[src/rtl/s27_out_monitor_if.sv]
// s27_out_monitor_if: bundle between s27 checker and its monitor; inputs EN/VLD/G17/GOLD/CLR, results BUSY/MISMATCH/ALARM/SCNT/MCNT/FIRST_IDX
interface s27_out_monitor_if #(parameter int CNT_W = 16);
  logic EN, VLD, G17, GOLD, CLR;
  logic BUSY, MISMATCH, ALARM;
  logic [CNT_W-1:0] SCNT, MCNT, FIRST_IDX;
  modport master (output EN, VLD, G17, GOLD, CLR, input BUSY, MISMATCH, ALARM, SCNT, MCNT, FIRST_IDX);
  modport slave (input EN, VLD, G17, GOLD, CLR, output BUSY, MISMATCH, ALARM, SCNT, MCNT, FIRST_IDX);
endinterface

[src/rtl/s27_out_monitor.sv]
// s27_out_monitor: flags runs of G17/GOLD mismatches as trojan activity; ports CK, RSTN (async low), bus (slave: EN/VLD/G17/GOLD/CLR in, BUSY/MISMATCH/ALARM/SCNT/MCNT/FIRST_IDX out)
module s27_out_monitor #(
  parameter int CNT_W = 16,
  parameter int THRESH = 4
) (
  input logic CK,
  input logic RSTN,
  s27_out_monitor_if.slave bus
);
  typedef enum logic [1:0] {IDLE, MON, ALERT} state_t;
  state_t state_q;
  logic mism_q, alarm_q, acc, mm, hit;
  logic [CNT_W-1:0] scnt_q, mcnt_q, first_q, scnt_d, mcnt_d;
  logic [7:0] run_q, run_d;
  always_comb begin
    acc = bus.VLD && bus.EN;
    mm = bus.G17 ^ bus.GOLD;
    scnt_d = &scnt_q ? scnt_q : scnt_q + CNT_W'(1);
    mcnt_d = &mcnt_q ? mcnt_q : mcnt_q + CNT_W'(1);
    run_d = mm ? (&run_q ? run_q : run_q + 8'd1) : 8'd0;
    hit = acc && mm && run_d == 8'(THRESH);
  end
  always_ff @(posedge CK or negedge RSTN)
    if (!RSTN) begin
      state_q <= IDLE;
      mism_q <= 1'b0;
      alarm_q <= 1'b0;
      scnt_q <= '0;
      mcnt_q <= '0;
      first_q <= '0;
      run_q <= '0;
    end else begin
      mism_q <= 1'b0;
      case (state_q)
        IDLE: if (bus.EN) begin
          state_q <= MON;
          scnt_q <= '0;
          mcnt_q <= '0;
          first_q <= '0;
          run_q <= '0;
        end
        MON, ALERT: begin
          if (state_q == ALERT && bus.CLR) begin
            state_q <= IDLE;
            alarm_q <= 1'b0;
            run_q <= '0;
          end else if (state_q == MON && !bus.EN) begin
            state_q <= IDLE;
          end else if (acc) begin
            scnt_q <= scnt_d;
            run_q <= run_d;
            mism_q <= mm;
            if (mm) mcnt_q <= mcnt_d;
            // capture uses the pre-increment count, already clamped at all-ones
            if (mm && mcnt_q == '0) first_q <= scnt_q;
            if (state_q == MON && hit) begin
              state_q <= ALERT;
              alarm_q <= 1'b1;
            end
          end
        end
        default: state_q <= IDLE;
      endcase
    end
  assign bus.BUSY = state_q != IDLE;
  assign bus.MISMATCH = mism_q;
  assign bus.ALARM = alarm_q;
  assign bus.SCNT = scnt_q;
  assign bus.MCNT = mcnt_q;
  assign bus.FIRST_IDX = first_q;
endmodule

[src/flat_wrapper.sv]
// flat-port wrapper written by rule: the top's interface ports become plain ports
module s27_out_monitor_flat 
#(
  parameter int CNT_W = 16,
  parameter int THRESH = 4
)
  (CK, RSTN, bus_EN, bus_VLD, bus_G17, bus_GOLD, bus_CLR, bus_BUSY, bus_MISMATCH, bus_ALARM, bus_SCNT, bus_MCNT, bus_FIRST_IDX);
  s27_out_monitor_if #(.CNT_W(CNT_W)) bus_i ();
  input logic CK;
  input logic RSTN;
  input wire logic [$bits(bus_i.EN)-1:0] bus_EN;
  input wire logic [$bits(bus_i.VLD)-1:0] bus_VLD;
  input wire logic [$bits(bus_i.G17)-1:0] bus_G17;
  input wire logic [$bits(bus_i.GOLD)-1:0] bus_GOLD;
  input wire logic [$bits(bus_i.CLR)-1:0] bus_CLR;
  output wire logic [$bits(bus_i.BUSY)-1:0] bus_BUSY;
  output wire logic [$bits(bus_i.MISMATCH)-1:0] bus_MISMATCH;
  output wire logic [$bits(bus_i.ALARM)-1:0] bus_ALARM;
  output wire logic [$bits(bus_i.SCNT)-1:0] bus_SCNT;
  output wire logic [$bits(bus_i.MCNT)-1:0] bus_MCNT;
  output wire logic [$bits(bus_i.FIRST_IDX)-1:0] bus_FIRST_IDX;
  assign bus_i.EN = bus_EN;
  assign bus_i.VLD = bus_VLD;
  assign bus_i.G17 = bus_G17;
  assign bus_i.GOLD = bus_GOLD;
  assign bus_i.CLR = bus_CLR;
  assign bus_BUSY = bus_i.BUSY;
  assign bus_MISMATCH = bus_i.MISMATCH;
  assign bus_ALARM = bus_i.ALARM;
  assign bus_SCNT = bus_i.SCNT;
  assign bus_MCNT = bus_i.MCNT;
  assign bus_FIRST_IDX = bus_i.FIRST_IDX;
  s27_out_monitor #(.CNT_W(CNT_W), .THRESH(THRESH)) u_core (.CK(CK), .RSTN(RSTN), .bus(bus_i));
endmodule
[config.mk]
export PLATFORM = sky130hd
export DESIGN_NAME = s27_out_monitor_flat
export DESIGN_NICKNAME = d
export VERILOG_FILES = /design/src/rtl/s27_out_monitor_if.sv /design/src/rtl/s27_out_monitor.sv /design/src/flat_wrapper.sv
export SDC_FILE = /design/constraint.sdc
export NUM_CORES = 1
export LEC_CHECK = 0
export BUFFER_PORTS_ARGS = -buffer_cell sky130_fd_sc_hd__buf_2
export CAP_MARGIN = 30
export CORE_MARGIN = 5
export CORE_UTILIZATION = 50
export DETAILED_ROUTE_END_ITERATION = 10
export PLACE_DENSITY = 0.79
export SYNTH_ARGS = -nofsm -noshare
export SYNTH_HDL_FRONTEND = slang
export SYNTH_SLANG_ARGS = --single-unit
[constraint.sdc]
create_clock -name CK -period 1.9 [get_ports CK]
set_input_delay 0.19 -clock CK [delete_from_list [all_inputs] [get_ports CK]]
set_output_delay 0.19 -clock CK [all_outputs]
set_load 0.03 [all_outputs]
---- Yosys cells after proc, flatten, opt, wreduce, memory -nomap -nowiden ----
Index checks and enable logic that the tools add are counted.
storage, ports and cells
  register bits ........................... 60
  bits in latches ......................... 0
  memory bits (writable) .................. 0
  memory bits (read-only) ................. 0
  output and inout port bits .............. 51
  word-level logic and storage cells ...... 89
  memories ................................ 0
operators by class
  add/subtract/negate cells ............... 3
  multipliers ............................. 0
  div/mod/pow operators ................... 0
  magnitude comparators ................... 0
  equality and inequality tests ........... 16
  shifts and indexed selects .............. 0
  muxes and demuxes ....................... 38
  bitwise gates (word level) .............. 1
  reductions and logical operators ........ 24
operator list
  operator               number
  $mux 16                14
  $pmux 16 s2            3
  $mux 8                 6
  $add 16x1->16 const B  2
  $reduce_and 16->1      2
  $logic_not 16->1       1
  $pmux 8 s2             1
  $reduce_and 6->1       2
  $mux 2                 5
  $ne 2x2->1 const B     5
  $add 8x1->8 const B    1
  $eq 8x3->1 const B     1
  $mux 1                 8
  $ne 2x1->1 const B     4
  $ne 4x1->1 const B     2
  $reduce_and 4->1       2
  $reduce_and 8->1       1
  $reduce_bool 2->1      4
  $logic_and 1x1->1      7
  $reduce_and 7->1       1
  $pmux 2 s2             1
  $ne 3x1->1 const B     1
  $ne 3x2->1 const B     1
  $reduce_and 3->1       1
  other kinds (6)        6

---- Logic depth before layout (Yosys ltp) ----
  depth after elaboration ................. 11
  mapped depth ............................ 9
  depth with buffers taken out ............ 7

---- Worst setup path after synthesis ----
Ideal clock, no wire load.
  kind .................................... register -> register
  start point ............................. register u_core.mcnt_q[1] (netlist: u_core.bus.MCNT[1])
  end point ............................... register u_core.first_q[10] (netlist: u_core.bus.FIRST_IDX[10])
  library setup time ...................... 0.134 ns
  data arrival time ....................... 1.947 ns
  required time ........................... 1.766 ns
  path slack .............................. -0.181 ns
  stages on the path, launching flop included .. 10
  buffers on the path ..................... 2
  period minus slack after synthesis ...... 2.081 ns
  cells stage by stage .................... dfrtp_1 > inv_1 > ha_1 > nor4b_1 > nand4_1 > or2_1 > clkbuf_1 > clkbuf_1 > a22oi_1 > o21ai_0
between the ends
  longest elaborated chain between the ends .. 4
ends and longest elaborated chain
  what                               RTL line               RTL
  from (decl)                        s27_out_monitor.sv:13  logic [CNT_W-1:0] scnt_q, mcnt_q, first_q, scnt_d, mcnt_d;
  from (signal assigned)             s27_out_monitor.sv:53  if (mm) mcnt_q <= mcnt_d;
  $logic_not 16->1                   s27_out_monitor.sv:55  if (mm && mcnt_q == '0) first_q <= scnt_q;
  $logic_and 1x1->1                  s27_out_monitor.sv:55
  $ne 2x1->1 (no source line)        -
  $reduce_and 6->1 (no source line)  -
  to (signal assigned)               s27_out_monitor.sv:55
  to (decl)                          s27_out_monitor.sv:13
No other way between the ends.
A chain may end at the register's enable or synchronous reset.

---- Worst setup path after layout ----
  start point ............................. register u_core.state_q[0]
  end point ............................... register u_core.mcnt_q[11] (netlist: u_core.bus.MCNT[11])
between the ends
  longest elaborated chain between the ends .. 4
ends and longest elaborated chain
  what                                                 RTL line                                                             RTL
  from (decl)                                          s27_out_monitor.sv:11                                                state_t state_q;
  from (signal assigned)                               s27_out_monitor.sv:25                                                state_q <= IDLE;
  from (signal assigned)                               s27_out_monitor.sv:36                                                state_q <= MON;
  from (signal assigned)                               s27_out_monitor.sv:44                                                state_q <= IDLE;
  $eq 2x1->1 or $eq 2x2->1 (tied branches)             s27_out_monitor.sv:34, s27_out_monitor.sv:47, s27_out_monitor.sv:43
  $reduce_or 2->1 (tied with other cells)              s27_out_monitor.sv:34                                                case (state_q)
  $ne 2x1->1 (no source line) (tied with other cells)  -
  $reduce_and 7->1 (no source line)                    -
Parallel ways exist; a longest one is shown, timed or not.

==> results.yml <==
status:
  status: "complete, but fails checks"
  violations: "setup timing"
logic_synthesis:
  async_reset_ff_share_pct: 100
  synth_flop_cell: "dfrtp_1"
  synth_edf_count: 0
  ys_warn_count: 0
  synth_area_leader_cell: "dfrtp_1"
  synthTopCellsByArea: "dfrtp_1, o21ai_0, nand2_1"
  netlist_area_sq_um: 3490
  synth.area.mux_share_pct: 2.01
  synth_top_family_by_area: "compound AO/OA/AOI/OAI gates"
  ys_ff_latch: 60
  synth_compound_area_share_pct: 24.5
  synth.top_cell.area_share_pct: 43.0
  synthAdderAreaFrac_pct: 2.86
  ys_seq_area_share_pct: 43.0
  synthesis.nets: 403
  synth_xor_area_share_pct: 1.97
  synth-simple-area-share_pct: 22.2
  synth.avg_cell_area_sq_um: 9.01
  netlist_instances: 388
  ys_types: 55
place:
  gp_congestion: 0.880
  dp.cells: 572
  port_buffers: 57
  preCtsSetupSlack_ps: -163
  dp_hpwl_mm: 6.94
  placed_area_sq_um: 4250
global_route:
  grt_max_degree: 29
  grt_overflow: 0
  grt_use_total_pct: 23.7
  grt_pass1_vias: 3594
  antenna_found_initial: 0
  grt_pass1_wl_mm: 16.7
setup_path:
  cp-start-kind: "flip-flop"
  crit_start: "u_core.state_q[0]$_DFFE_PN0P_"
  r2r-end: "u_core.bus.MCNT[11]$_DFFE_PN0P_"
  timing.rr.start: "u_core.state_q[0]$_DFFE_PN0P_"
  critPathMaxFanout: 6
  required_ps: 2170
  cp-end-kind: "flip-flop"
  crit_family: "compound AO/OA/AOI/OAI gates"
  reg2reg_depth: 7
  critical_path_arrival_ps: 2240
  cp_slowest_cell: "dfrtp_1"
  worstSetupPathType: "flip-flop to flip-flop"
  path_cells: "inv_2, ha_2, nand2_4, o2111ai_4, a211o_4, or3_1, a21oi_1"
  critPathBufInv: 1
  rrSetupSlack_ps: -60
  critical_path_depth: 7
  cp_slowest_stage_delay_ps: 400
  worstSetupEndpoint: "u_core.bus.MCNT[11]$_DFFE_PN0P_"
timing:
  rsz0062_at_grt: "true"
  setup_violations: 10
  finalCritPeriodShare_pct: 103
  setup_slack_ps: -62.9
  skew_ps: 7.03
  period_needed_ps: 1960
  finalMaxSlewViolations: 0
  whs_ps: 138
  finalHoldViolations: 0
  slew_headroom_pct: 73.5
  fin_setup_tns_ps: -204
  worstMarginPinSlew_ps: 397
  timing.fmax_mhz: 509
cts:
  cts_buffers: 9
  ctsHtreeMaxLevel: 3
  clk_latency_ps: 350
  root_buffer: "clkbuf_8"
  clk_pin_slew_ps: 70
  cts_tree: "done"
  cts_sinks: 60
  cts_buffer_depth: 2
min_path:
  hold_path_class: "input port to flip-flop"
route:
  dr_wl_met2_mm: 5.37
  drt-met1-wl_mm: 4.23
  dr.pass1.iters: 5
  routed_wl_mm: 10.5
  top_layer: "met4"
  post_drt_wl_per_cell_um: 17.3
  via_per_inst: 6.14
  drt_iter0_markers: 230
  ant_nets: 0
  drc: 0
  wl_met3_um: 664
  vias: 3712
power:
  p_comb_share_pct: 49.3
  sw_frac_of_total_pct: 40.2
  peakVddDrop_mv: 0.635
  p_clk_share_pct: 23.7
  p_int_mw: 3.24
  switchingPower_mw: 2.17
  power_frac_seq_pct: 26.9
  power.density_nw_per_um2: 1110
  leakagePower_nw: 2.26
  p_total_mw: 5.41
floorplan:
  coreArea_sq_um: 6790
  die_h_um: 93.6
  fp.dieW_um: 93.6
  die_area_sq_um: 8760
  io_pins: 58
  initial_utilization_pct: 51.4
  rows: 30
run:
  max_cap_violations: 0
finish:
  finalNonFillerCells: 605
  finalNetCount: 519
  syn_to_final_growth_pct: 39.0
  fin_area_sq_um: 4860
  utilization_pct: 71.5
  drive_gt1_share_pct: 38.1
  num_antenna_cells: 0
==> cells in the final DEF, fill, tap and decap left out, types with 4 or more instances in the layout <==
master	n
buf_4	58
buf_2	57
dfrtp_1	55
nand2_1	38
a21oi_1	26
nor2_1	25
o21ai_1	20
nand3_1	16
o21ai_0	14
nand4_1	10
clkbuf_8	10
inv_1	9
a31oi_1	9
a22oi_1	9
and3_1	8
a22oi_2	8
a41o_1	7
mux2i_1	6
a211oi_1	6
xnor2_1	6
and4_1	5
or3_1	5
dfrtp_2	5
inv_2	4
o21a_1	4
ha_4	4
==> routing by layer <==
metal	vias up	GRT usage [%]
met5	-	0
met4	0	8.66
met3	22	5.31
met2	156	39.5
met1	1836	30.0
li1	1698	-
==> power by group through the flow <==
stage,Combinational (mW),Sequential [mW],Clock (mW)
floorplan,1.26,1.56,0
global placement,2.10,1.45,0
detailed placement,2.18,1.46,0
CTS,2.40,1.43,1.29
global route,2.88,1.47,1.36
finish,2.67,1.46,1.29
==> synth_stat cells (2+ instances only) <==
cell type	instances
nor2_1	27
nor2b_1	3
inv_1	13
clkbuf_1	11
buf_2	5
xnor2_1	6
a22oi_1	17
dfrtp_1	60
nand3_1	19
and3_1	9
and3_2	2
or3_1	5
o21a_1	5
nor4b_1	4
a21o_1	2
o21ai_0	32
nand2_1	39
nor4_1	4
a211oi_1	7
a41o_1	7
o21ai_1	3
a21oi_1	29
a31oi_1	9
and4_1	5
buf_1	2
mux2i_1	7
nand3b_1	2
and2_0	2
ha_1	8
o22ai_1	2
and2_1	4
nor3_1	4
nand4_1	10
o31ai_1	2
o22a_1	2
==> cell type report <==
| type | count | area (sq um) |
|---|---|---|
| multi-input cells | 298 | 2140 |
| repair buffers | 122 | 825 |
| fillers | 502 | 1940 |
| clock buffers | 11 | 141 |
| clock inverters | 5 | 75.1 |
| well taps | 96 | 120 |
| flip-flops and latches | 60 | 1510 |
| inverters | 13 | 48.8 |
==> worst reg2reg max path, delay by kind of cell (launching register included) <==
family,cells,cell delay [ps]
simple gates,2,450
flops,1,400
buf+inv,1,80
compound gates,3,740
fa+ha+maj,1,220
==> registers in the layout, indices dropped and copies added, names as in the netlist <==
register	count
u_core.run_q	8
u_core.bus.ALARM	1
u_core.state_q	2
u_core.bus.MISMATCH	1
u_core.bus.FIRST_IDX	16
u_core.bus.SCNT	16
u_core.bus.MCNT	16
==> worst min path at each step <==
stage | slack (ps) | end | startpoint | cells past startpoint
after floorplan | -110 | u_core.bus.ALARM$_DFFE_PN0P_ | RSTN | 0
after global routing | 140 | u_core.bus.ALARM$_DFFE_PN0P_ | bus_CLR | 2
after detailed placement | 130 | u_core.bus.MCNT[7]$_DFFE_PN0P_ | RSTN | 1
final | 140 | u_core.bus.ALARM$_DFFE_PN0P_ | bus_CLR | 2
after CTS | 100 | u_core.bus.ALARM$_DFFE_PN0P_ | bus_CLR | 2
after global placement | 130 | u_core.bus.MCNT[7]$_DFFE_PN0P_ | RSTN | 1
==> repair_timing <==
item                                   4_1_cts  5_1_grt
pin swaps                                    7       15
resized for setup                           25       51
hold buffers                                 1        0
setup buffers                                7        7
endpoints found under the hold margin       12        0
gates cloned                                 2        0
setup endpoints to repair                   38       57
==> kinds of logic (layout without fill, tap and decap cells) <==
| logic type | count (synthesis) | after routing |
|---|---|---|
| and+or+nand+nor | 147 | 147 |
| AOI/OAI and AO/OA | 128 | 129 |
| DFF | 60 | 60 |
| buffers and inverters | 31 | 151 |
| adders and majority gates | 8 | 8 |
| xor gates and xnor gates | 7 | 7 |
| muxes | 7 | 7 |
Power figures use the tool's default switching activity.
